===== config.mk =====
export PLATFORM = sky130hd
export DESIGN_NAME = avalon_pio_irq
export DESIGN_NICKNAME = d
export VERILOG_FILES = /design/src/rtl/pio_pkg.sv /design/src/rtl/pio_debounce.sv /design/src/rtl/avalon_pio_irq.sv
export SDC_FILE = /design/constraint.sdc
export NUM_CORES = 1
export LEC_CHECK = 0
export BUFFER_PORTS_ARGS = -buffer_cell sky130_fd_sc_hd__buf_2
export CAP_MARGIN = 10
export CORE_ASPECT_RATIO = 1.75
export CORE_MARGIN = 2
export CORE_UTILIZATION = 60
export CTS_CLUSTER_SIZE = 10
export DETAILED_ROUTE_END_ITERATION = 10
export GPL_ROUTABILITY_DRIVEN = 0
export PLACE_DENSITY = 0.86
export SYNTH_ARGS = -nofsm -noshare
export SYNTH_HDL_FRONTEND = slang
export SYNTH_SLANG_ARGS = --single-unit
export TNS_END_PERCENT = 100

===== constraint.sdc =====
create_clock -name clk_clk -period 2.6 [get_ports clk_clk]
set_clock_uncertainty 0.05 [all_clocks]
set_input_delay 0 -clock clk_clk [delete_from_list [all_inputs] [get_ports clk_clk]]
set_output_delay 0 -clock clk_clk [all_outputs]
set_load 0.005 [all_outputs]

===== src/rtl/pio_pkg.sv =====
// Shared definitions for the parallel I/O peripheral: register word addresses,
// edge-capture modes and the edge-selection helper used by the top level.
package pio_pkg;

    localparam logic [2:0] ADDR_DATA_IN  = 3'd0;
    localparam logic [2:0] ADDR_DATA_OUT = 3'd1;
    localparam logic [2:0] ADDR_OUT_SET  = 3'd2;
    localparam logic [2:0] ADDR_OUT_CLR  = 3'd3;
    localparam logic [2:0] ADDR_IRQ_MASK = 3'd4;
    localparam logic [2:0] ADDR_EDGE_CAP = 3'd5;

    typedef enum logic [1:0] {
        EDGE_RISE = 2'd0,
        EDGE_FALL = 2'd1,
        EDGE_ANY  = 2'd2
    } edge_mode_e;

    function automatic logic [31:0] edge_select(input edge_mode_e  mode,
                                                input logic [31:0] cur,
                                                input logic [31:0] prev);
        logic [31:0] rise;
        logic [31:0] fall;
        logic [31:0] res;
        rise = cur & ~prev;
        fall = ~cur & prev;
        case (mode)
            EDGE_FALL: res = fall;
            EDGE_ANY:  res = rise | fall;
            default:   res = rise;
        endcase
        return res;
    endfunction

endpackage


===== src/rtl/pio_debounce.sv =====
// One input bit: 2-flop synchroniser, candidate register and saturating stability
// counter. The debounced output follows the candidate once it has held DB_CYCLES cycles.
module pio_debounce
    import pio_pkg::*;
#(
    parameter int DB_CYCLES = 50000
) (
    input  logic clk,
    input  logic rst_n,
    input  logic din,
    output logic dout
);

    logic sync1_q, sync1_d;
    logic sync2_q, sync2_d;
    logic deb_q, deb_d;

    always_comb begin
        sync1_d = din;
        sync2_d = sync1_q;
    end

    always_ff @(posedge clk) begin
        if (!rst_n) begin
            sync1_q <= 1'b0;
            sync2_q <= 1'b0;
            deb_q   <= 1'b0;
        end else begin
            sync1_q <= sync1_d;
            sync2_q <= sync2_d;
            deb_q   <= deb_d;
        end
    end

    generate
        if (DB_CYCLES == 0) begin : g_bypass
            always_comb deb_d = sync2_q;
        end else begin : g_count
            localparam int              CW      = $clog2(DB_CYCLES + 1);
            localparam logic [CW-1:0]   CNT_MAX = CW'(DB_CYCLES);

            logic          cand_q, cand_d;
            logic [CW-1:0] cnt_q, cnt_d;

            // Any disagreement restarts the stability count; the count saturates.
            always_comb begin
                cand_d = cand_q;
                cnt_d  = cnt_q;
                deb_d  = deb_q;
                if (sync2_q != cand_q) begin
                    cand_d = sync2_q;
                    cnt_d  = '0;
                end else if (cnt_q != CNT_MAX) begin
                    cnt_d = cnt_q + 1'b1;
                end
                if (cnt_q == CNT_MAX) begin
                    deb_d = cand_q;
                end
            end

            always_ff @(posedge clk) begin
                if (!rst_n) begin
                    cand_q <= 1'b0;
                    cnt_q  <= '0;
                end else begin
                    cand_q <= cand_d;
                    cnt_q  <= cnt_d;
                end
            end
        end
    endgenerate

    assign dout = deb_q;

endmodule


===== src/rtl/avalon_pio_irq.sv =====
// Generic Avalon-MM parallel I/O slave: output register with atomic set/clear,
// debounced and edge-captured inputs, and a maskable level interrupt.
module avalon_pio_irq
    import pio_pkg::*;
#(
    parameter int          IN_W      = 8,
    parameter int          OUT_W     = 8,
    parameter int          DB_CYCLES = 50000,
    parameter int          EDGE_MODE = 0,
    parameter logic [31:0] OUT_RESET = 32'd0
) (
    input  logic             clk_clk,
    input  logic             reset_reset_n,
    input  logic [2:0]       avs_address,
    input  logic             avs_read,
    input  logic             avs_write,
    input  logic [31:0]      avs_writedata,
    output logic [31:0]      avs_readdata,
    output logic             irq,
    input  logic [IN_W-1:0]  in_export,
    output logic [OUT_W-1:0] out_export
);

    localparam edge_mode_e MODE = (EDGE_MODE == 1) ? EDGE_FALL :
                                  (EDGE_MODE == 2) ? EDGE_ANY  : EDGE_RISE;

    logic [IN_W-1:0]  deb;
    logic [IN_W-1:0]  deb_dly_q, deb_dly_d;
    logic [IN_W-1:0]  mask_q, mask_d;
    logic [IN_W-1:0]  cap_q, cap_d;
    logic [OUT_W-1:0] out_q, out_d;
    logic [31:0]      rdata_q, rdata_d;
    logic [31:0]      deb_w, dly_w, edge_w, rd_word;
    logic [IN_W-1:0]  edges;
    logic             unused_bits;

    for (genvar i = 0; i < IN_W; i++) begin : g_in
        pio_debounce #(.DB_CYCLES(DB_CYCLES)) u_db (
            .clk   (clk_clk),
            .rst_n (reset_reset_n),
            .din   (in_export[i]),
            .dout  (deb[i])
        );
    end

    always_comb begin
        deb_w             = '0;
        dly_w             = '0;
        deb_w[IN_W-1:0]   = deb;
        dly_w[IN_W-1:0]   = deb_dly_q;
        edge_w            = edge_select(MODE, deb_w, dly_w);
        edges             = edge_w[IN_W-1:0];
        deb_dly_d         = deb;
    end

    always_comb begin
        rd_word = '0;
        case (avs_address)
            ADDR_DATA_IN:  rd_word[IN_W-1:0]  = deb;
            ADDR_DATA_OUT: rd_word[OUT_W-1:0] = out_q;
            ADDR_IRQ_MASK: rd_word[IN_W-1:0]  = mask_q;
            ADDR_EDGE_CAP: rd_word[IN_W-1:0]  = cap_q;
            default:       rd_word            = '0;
        endcase
    end

    // Avalon transfers: avs_read/avs_write are accepted on the edge that samples them
    // (no waitrequest); readdata is registered from pre-write state one cycle later.
    always_comb begin
        out_d   = out_q;
        mask_d  = mask_q;
        cap_d   = cap_q;
        rdata_d = rdata_q;
        if (avs_write) begin
            case (avs_address)
                ADDR_DATA_OUT: out_d  = avs_writedata[OUT_W-1:0];
                ADDR_OUT_SET:  out_d  = out_q | avs_writedata[OUT_W-1:0];
                ADDR_OUT_CLR:  out_d  = out_q & ~avs_writedata[OUT_W-1:0];
                ADDR_IRQ_MASK: mask_d = avs_writedata[IN_W-1:0];
                ADDR_EDGE_CAP: cap_d  = cap_q & ~avs_writedata[IN_W-1:0];
                default:       ;
            endcase
        end
        // A new edge overrides a clear landing in the same cycle.
        cap_d = cap_d | edges;
        if (avs_read) begin
            rdata_d = rd_word;
        end
    end

    always_ff @(posedge clk_clk) begin
        if (!reset_reset_n) begin
            out_q     <= OUT_RESET[OUT_W-1:0];
            mask_q    <= '0;
            cap_q     <= '0;
            deb_dly_q <= '0;
            rdata_q   <= '0;
        end else begin
            out_q     <= out_d;
            mask_q    <= mask_d;
            cap_q     <= cap_d;
            deb_dly_q <= deb_dly_d;
            rdata_q   <= rdata_d;
        end
    end

    assign unused_bits  = ^{avs_writedata, edge_w};
    assign irq          = |(cap_q & mask_q);
    assign avs_readdata = rdata_q;
    assign out_export   = out_q;

endmodule


# [After elaboration in Yosys (flattened, before gate mapping)]
# Cells that the tools add are included.
[word_totals] regBits=200 output_inout_bits=41 elab_cells=108
[op_classes] add_sub_neg=8 n_eq_ne=29 mux=4 bitwise=9 reduce_logical=13
[op_table] operator="16-bit by 1-bit adder with 16-bit output (second input constant)" count=8
[op_table] operator="16-bit equality test (second input constant)" count=8
[op_table] operator="16-bit inequality test (second input constant)" count=8
[op_table] operator="8-bit AND" count=4
[op_table] operator="8-bit one-hot mux with 4 select lines" count=1
[op_table] operator="8-bit one-hot mux with 3 select lines" count=1
[op_table] operator="8-bit two-way mux" count=2
[op_table] operator="8-bit NOT" count=2
[op_table] operator="8-bit OR" count=2
[op_table] operator="2-bit OR reduction" count=8
[op_table] operator="1-bit inequality test" count=8
[op_table] operator="8-bit OR reduction" count=1
[op_table] operator="3-bit by 2-bit equality test with 1-bit output (second input constant)" count=2
[op_table] operator="3-bit equality test (second input constant)" count=2
[op_table] operator="2-bit AND reduction" count=2
[op_table] operator="3-bit by 1-bit equality test with 1-bit output (second input constant)" count=1
[op_table] operator="3-bit logical NOT" count=1
[op_table] operator="3-bit nonzero test" count=1
[op_table] operator="1-bit NOT" count=1

# [Depth between registers and ports, before layout]
# Gate-level depths: netlist of the first run.
[logic_depth] ltp_word=5 mapped_depth=6 depth_no_buf=6

# [Cells and area by module]
# From an unflattened synthesis of the first run, not the netlist that was laid out.
[hier_totals] cells_unflattened=1068 area_unflattened_um2=10073.4
[by_module_without_submodules] module="pio_debounce" instances=8 cells_per_inst=109 area_per_inst_um2=1018.5 seq_area_each_um2=400.4
[by_module_without_submodules] module="avalon_pio_irq" instances=1 cells_per_inst=196 area_per_inst_um2=1925.6 seq_area_each_um2=800.8

# [Least setup slack after synthesis of the first run]
# No wires, ideal clock.
[synth_timing] path_kind="reg2reg" start="register g_in[6].u_db.g_count.cnt_q[3]" end="register g_in[6].u_db.g_count.cnt_q[15]" arrival_ns=1.510 t_required_ns=2.479 path_slack_ns=0.969 path_stages_with_launch=5 period_less_slack_ns=1.631 cell_sequence="dfxtp_1 > nand3_2 > or3_4 > or4_1 > a21oi_1"
[synth_between] elab_chain_cells=1 elab_cells_between_ends=2 classes_between="add/sub (1); eq/ne (1)"
[synth_rtl] element="start: declaration" line_no="pio_debounce.sv:43" source="logic [CW-1:0] cnt_q, cnt_d;"
[synth_rtl] element="start signal: assignment" line_no="pio_debounce.sv:67" source="cnt_q <= cnt_d;"
[synth_rtl] element="16-bit by 1-bit adder with 16-bit output or 16-bit inequality test (tied branches)" line_no="pio_debounce.sv:54, pio_debounce.sv:53"
# Several ways; a longest one is shown, not always the timed one.
# A chain may end at the register's enable or synchronous reset.

# [Final worst setup path of the first run]
# Same ends and word-level chain as after synthesis.

==> flow_metrics.py, run 1 <==
metrics = {
    "floorplanning": {
        "die_area_sq_mm": 0.0161,
        "dieWidth_um": 96.7,
        "std_cell_rows": 59,
        "die_h_um": 166,
        "io_pins": 88,
        "start_util_pct": 61.1,
        "fp.coreArea_sq_mm": 0.0148,
    },
    "synth": {
        "yosys-top-cells-area": "dfxtp_1 (44%), xnor2_1 (6.4%), nor2_1 (4.8%)",
        "post_synth.cell_area_avg_sq_um": 9.10,
        "synth.cell_area_sq_mm": 0.00902,
        "synth_seq_cells": 200,
        "synthesis.instances": 991,
        "synth_top_area_share_pct": 44.4,
        "synth_edf_count": 0,
        "synth.distinct_cells": 45,
        "synth_mux_area_share_pct": 4.66,
        "seq_area_frac_synth_pct": 44.4,
        "synthSimpleGateAreaFrac_pct": 29.0,
        "synth_flop_cell": "dfxtp_1",
        "synth-warning-count": 0,
        "synthArstFlopShare_pct": 0,
        "synth_compound_area_share_pct": 5.26,
        "synth_top_cell_by_area": "dfxtp_1",
        "synth_top_family_by_area": "simple AND/OR/NAND/NOR gates",
        "synth_xor_area_share_pct": 9.91,
        "synthAdderAreaFrac_pct": 2.22,
    },
    "sta": {
        "worst_slack_ps": 815,
        "period_share_pct": 68.6,
        "finalMaxSlewViolations": 0,
        "setup_viol": 0,
        "rsz0062_at_grt": "false",
        "setup_tns_ps": 0,
        "worst_pin_slew_ps": 838,
        "finalHoldViolCount": 0,
        "relSlewSlack_pct": 43.8,
        "min_period_ps": 1780,
        "max_freq_ghz": 0.560,
    },
    "power_and_ir_drop": {
        "p_per_area_mw_per_mm2": 602,
        "peakVddDrop_mv": 0.529,
        "power_leakage_nw": 3.58,
    },
    "setup_path": {
        "critical-path-max-stage-delay_ps": 470,
        "cp_max_fo": 6,
        "cp_top_family": "simple AND/OR/NAND/NOR gates",
        "crit_slowest_cell": "or4_1",
        "required_ps": 2910,
        "start_kind": "flip-flop",
        "endpoint_kind": "flip-flop",
        "cp_data_arrival_time_ps": 2090,
        "critPathBufInv": 0,
        "crit_type": "flip-flop to flip-flop",
        "crit_chain": "nand3_2 > or3_4 > or4_1 > a21oi_1",
    },
    "routing": {
        "vias": 7021,
        "wl_um": 18100,
        "dr.pass1.iters": 5,
        "first_iter_violations": 411,
        "wire_per_inst_um": 14.6,
        "route.detailed.drc": 0,
        "via_per_inst": 5.65,
        "postRouteAntennaNets": 0,
    },
    "finish": {
        "stdcell_area_sq_mm": 0.0100,
        "finalNetCount": 1108,
        "synthToLayoutAreaGrowth_pct": 11.2,
        "drive_gt1_share_pct": 9.17,
        "fillCellCount": 1146,
    },
    "clock_network": {
        "clk_pin_slew_ps": 80,
        "cts_tree": "done",
        "clock_latency_ps": 430,
        "htree_levels": 4,
        "cts_sinks": 200,
        "cts_inserted_buffers": 17,
        "cts_root_buffer": "clkbuf_16",
        "postCtsSetupRepairBufs": 0,
        "cts_max_path_buffers": 2,
    },
    "placement": {
        "dpl.hpwl_um": 12200,
        "io_buffers": 39,
        "place_area_sq_mm": 0.00928,
        "pre_cts_slack_ps": 840,
    },
    "global_route": {
        "grt_pass1_wl_um": 31300,
        "grt_usage_pct": 23.1,
        "grt-ovfl-total": 0,
        "grt_max_degree": 37,
        "grt_pass1_vias": 6966,
        "antenna_found_initial": 1,
    },
    "status": {
        "outcome": "completed",
    },
    "hold_path": {
        "min_path_type": "input pin to flip-flop",
    },
    "run": {
        "max_cap_viol_count": 0,
    },
}
## worst register-to-register path, stage by stage (launching register included)
cell	delay [ps]
dfxtp_1	450
nand3_2	160
or3_4	440
or4_1	470
a21oi_1	140
## layout make-up
class | count | area (sq um) | share of cell area, %
sequential | 200 | 4000 | 39.9
multi-input combinational | 732 | 4700 | 46.8
tap | 183 | 229 | 2.28
clock inverter | 14 | 139 | 1.38
inverter | 35 | 131 | 1.31
antenna | 1 | 2.50 | 0.0250
timing repair buffer | 59 | 388 | 3.87
clock buffer | 18 | 439 | 4.38
## sequential cells by signal, indices dropped and copies added (netlist names)
name / cells
mask_q: 8
g_in.u_db.dout: 8
g_in.u_db.sync1_q: 8
g_in.u_db.sync2_q: 8
out_export: 8
g_in.u_db.g_count.cand_q: 8
avs_readdata: 8
cap_q: 8
deb_dly_q: 8
g_in.u_db.g_count.cnt_q: 128
## routing by layer
| metal | vias up | track usage, % | part of all wire [%] |
|---|---|---|---|
| li1 | 3484 | - | - |
| met1 | 3327 | 25.4 | 40 |
| met2 | 169 | 41.9 | 53 |
| met3 | 41 | 5.26 | 4.3 |
| met4 | 0 | 10.1 | 3.1 |
| met5 | - | 0 | 0 |
## placed cells by master (no fill, tap or decap), drive strengths merged, types with 4 or more instances in the layout
master and n:
dfxtp 200, nor2 116, xnor2 66, nor2b 57, nand2 55, nand3 51
buf 42, a21oi 40, inv 40, nand4 37, xor2 36, and2 33
nor3 26, mux2i 24, conb 24, nor4 20, o21ai 19, clkbuf 18
dlygate4sd3 17, ha 16, or3 12, nor4bb 11, and3 10, and4 10
nand3b 9, mux4 8, a21boi 8, nor4b 7, and3b 6, clkinv 6
nand2b 5, a31o 5, a22oi 4
## worst paths after layout
check,from,to,slack [ps],depth (start not counted)
setup / recovery,g_in[6].u_db.g_count.cnt_q[3],g_in[6].u_db.g_count.cnt_q[15],820,4
hold / removal,avs_write,out_export[3],70,4
hold reg to reg,g_in[2].u_db.sync1_q,g_in[2].u_db.sync2_q,390,1
setup reg to reg,g_in[6].u_db.g_count.cnt_q[3],g_in[6].u_db.g_count.cnt_q[15],820,4
## cells in the mapped netlist (4+ instances only)
cell and number:
inv_1 35, and3b_1 6, xnor2_1 66, nand3b_1 9, nor3_1 25, nand4_1 37, nor4b_1 7, nand2_1 55
mux4_2 8, and3_1 10, nor2_1 116, ha_1 16, nor4bb_1 11, xor2_1 36, dfxtp_1 200, nor2b_1 57
nand2b_1 5, nand3_1 50, and2_1 33, o21ai_0 19, a31o_2 5, a22oi_1 4, or3_1 9, and4_1 9
clkbuf_1 21, a21boi_0 8, nor4_1 20, buf_4 25, mux2i_1 24, a21oi_1 40
## cells by family (layout without fill, tap and decap cells)
group,count (synthesis),in the layout
xor+xnor,102,102
compound gates,82,82
other cells,1,25
buf+inv,82,126
flops,200,200
mux,32,32
simple gates,476,476
fa+ha+maj,16,16
## metrics by stage
stage | instances | util (%) | total power [mW] | hold WS, ps
floorplan | 1014 | - | 3.46 | 77.3
global placement | 1192 | 62.8 | 3.52 | 155
detailed placement | 1192 | 62.8 | 3.53 | 161
CTS | 1241 | 67.9 | 6.07 | 53.3
global route | 1242 | 67.9 | 6.25 | 63.5
finish | 1242 | 67.9 | 6.04 | 70.1
## power by group
group,internal (mW),switching [mW],total (mW)
clock network,1.30,1.25,2.55
registers,3.11,0.0684,3.18
logic,0.130,0.175,0.305
total,4.54,1.50,6.04
## repair_timing
item                       in CTS  in global routing
gates resized for setup         0                  0
setup endpoints to repair       0                  0
hold endpoints to repair       40                  0
hold buffers                   17                  0
Power figures use the tool's default switching activity.
==> run 2: changes to the inputs <==
--- a/config.mk
+++ b/config.mk
@@ -9,11 +9,11 @@
 export CAP_MARGIN = 10
 export CORE_ASPECT_RATIO = 1.75
 export CORE_MARGIN = 2
-export CORE_UTILIZATION = 60
+export CORE_UTILIZATION = 53
 export CTS_CLUSTER_SIZE = 10
 export DETAILED_ROUTE_END_ITERATION = 10
 export GPL_ROUTABILITY_DRIVEN = 0
-export PLACE_DENSITY = 0.86
+export PLACE_DENSITY = 0.8
 export SYNTH_ARGS = -nofsm -noshare
 export SYNTH_HDL_FRONTEND = slang
 export SYNTH_SLANG_ARGS = --single-unit
==> constraint.sdc (replaced) <==
create_clock -name clk_clk -period 1.5 [get_ports clk_clk]
set_clock_uncertainty 0.05 [all_clocks]
set_input_delay 0 -clock clk_clk [delete_from_list [all_inputs] [get_ports clk_clk]]
set_output_delay 0 -clock clk_clk [all_outputs]
set_load 0.005 [all_outputs]
==> run 2 against run 1 <==
  * Setup slack got worse by 790 ps
  * Combinational power is 130% higher
  * Die area grew 13%
  * Total power is 73% higher
  * Clock power increased by 67%
  * Sequential share of layout area down 3.9 points
  * Largest cell class unchanged
  * Design area up 14%
  * First-iteration DRC count decreased by 6.6%
  * Routed wire length increased by 16%
==> flow_metrics.py, run 2 (synthesized netlist as in run 1, its figures left out) <==
metrics = {
    "clock_network": {
        "cts_tree": "done",
        "htree_levels": 4,
        "cts_sinks": 200,
        "cts_root_buffer": "clkbuf_16",
        "clock_latency_ps": 430,
        "cts_inserted_buffers": 17,
        "cts_max_path_buffers": 2,
        "clk_pin_slew_ps": 70,
    },
    "routing": {
        "postRouteAntennaNets": 0,
        "dr.pass1.iters": 5,
        "via_per_inst": 5.40,
        "vias": 7579,
        "wire_per_inst_um": 15.0,
        "route.detailed.drc": 0,
        "first_iter_violations": 384,
        "wl_um": 21000,
    },
    "setup_path": {
        "crit_type": "flip-flop to flip-flop",
        "cp_max_fo": 5,
        "cp_data_arrival_time_ps": 1740,
        "r2r_cells": 5,
        "endpoint_kind": "flip-flop",
        "required_ps": 1770,
        "start_kind": "flip-flop",
    },
    "sta": {
        "rsz0062_at_grt": "true",
        "worst_pin_slew_ps": 571,
        "min_period_ps": 1470,
        "relSlewSlack_pct": 61.8,
        "max_freq_ghz": 0.680,
        "setup_viol": 0,
        "finalHoldViolCount": 0,
        "finalMaxSlewViolations": 0,
        "period_share_pct": 98.1,
        "setup_tns_ps": 0,
    },
    "finish": {
        "drive_gt1_share_pct": 27.6,
        "mostFrequentLayoutCells": "dfxtp_1 (148), buf_4 (117), nor2_1 (115)",
        "largest_reg_flops": 128,
        "regMostFlops": "g_in.u_db.g_count.cnt_q",
        "stdcell_area_sq_mm": 0.0114,
        "antennaDiodeCount": 0,
        "mostFrequentLayoutCell": "dfxtp_1",
        "synthToLayoutAreaGrowth_pct": 26.6,
        "finalNetCount": 1229,
        "fillCellCount": 1221,
    },
    "floorplanning": {
        "std_cell_rows": 63,
        "start_util_pct": 53.7,
        "io_pins": 88,
        "fp.coreArea_sq_mm": 0.0168,
        "die_h_um": 177,
        "die_area_sq_mm": 0.0181,
        "dieWidth_um": 103,
    },
    "placement": {
        "io_buffers": 39,
        "place_area_sq_mm": 0.0101,
        "dpl.hpwl_um": 13600,
    },
    "power_and_ir_drop": {
        "power_leakage_nw": 4.21,
        "peakVddDrop_mv": 0.738,
        "p_per_area_mw_per_mm2": 917,
    },
    "global_route": {
        "grt_pass1_vias": 7420,
        "grt_max_degree": 31,
        "antenna_found_initial": 0,
        "grt-ovfl-total": 0,
        "grt_usage_pct": 22.8,
        "grt_pass1_wl_um": 33400,
    },
    "status": {
        "outcome": "completed",
    },
    "run": {
        "max_cap_viol_count": 0,
    },
    "hold_path": {
        "hold_depth": 4,
        "min_path_type": "input pin to flip-flop",
    },
}
## run 2: cell types whose count changed in the layout (fill, tap and decap cells not counted), sizes merged
cell         delta
buf           +115
bufinv          +1
clkinv          -1
clkinvlp        -1
diode           -1
dlygate4sd3     +6
inv             -2
## run 2: path summary, 6_finish.rpt
| check | start | end | slack, ps |
|---|---|---|---|
| setup reg to reg | g_in[7].u_db.g_count.cnt_q[0] | g_in[7].u_db.g_count.cnt_q[15] | 30 |
| hold / removal | avs_write | out_export[1] | 10 |
| setup / recovery | g_in[7].u_db.g_count.cnt_q[0] | g_in[7].u_db.g_count.cnt_q[15] | 30 |
| hold reg to reg | g_in[0].u_db.sync1_q | g_in[0].u_db.sync2_q | 390 |
## run 2: layer usage
| metal | track usage [%] | vias up | share of wire, % | routed length [um] |
|---|---|---|---|---|
| met1 | 26.0 | 3642 | 39 | 8170 |
| li1 | - | 3719 | - | - |
| met4 | 9.67 | 0 | 3.6 | 764 |
| met2 | 40.6 | 158 | 54 | 11300 |
| met5 | 0 | - | 0 | 0 |
| met3 | 4.47 | 60 | 4.0 | 836 |
## run 2: per-stage QoR
step / setup slack [ps] / hold WS, ps / util [%] / total power [mW] / instances
2_1_floorplan: 1.39 / 77.3 / - / 6.00 / 1014
3_3_place_gp: -7.23 / 159 / 59.9 / 6.19 / 1330
3_5_place_dp: -53.0 / 162 / 59.9 / 6.21 / 1330
4_1_cts: 1.12 / 3.11 / 65.1 / 10.5 / 1391
5_1_grt: -56.7 / 52.2 / 68.0 / 10.8 / 1403
6_report: 28.7 / 13.9 / 68.0 / 10.5 / 1403
## run 2: area by class of cell
type	count	area [sq um]	area share, %
clock buffer	18	429	3.76
clock inverter	11	103	0.899
inverter	35	131	1.15
multi-input combinational	732	5040	44.2
sequential	200	4110	36.0
tap	227	284	2.49
timing repair buffer	180	1320	11.5
## run 2: power breakdown
| part | internal, mW | total (mW) | switching [mW] | leakage (nW) |
|---|---|---|---|---|
| clock | 2.27 | 4.27 | 1.99 | 0.260 |
| sequential | 5.40 | 5.49 | 0.0886 | 1.65 |
| combinational | 0.331 | 0.708 | 0.378 | 2.30 |
| total | 8.00 | 10.5 | 2.46 | 4.21 |
## run 2: what timing repair did
action                                  4_1_cts  5_1_grt
resized for setup                            20      114
endpoints found under the hold margin        42        0
buffers inserted                              9       12
pin swaps                                     7       20
hold buffers                                 23        0
endpoints found under the setup margin       26       72
## run 2: critical path: stages (launching register included)
cell,delay (ps)
dfxtp_1,370
buf_4,160
nand4_1,230
nor2_1,240
a211oi_1,100
a31o_2,220
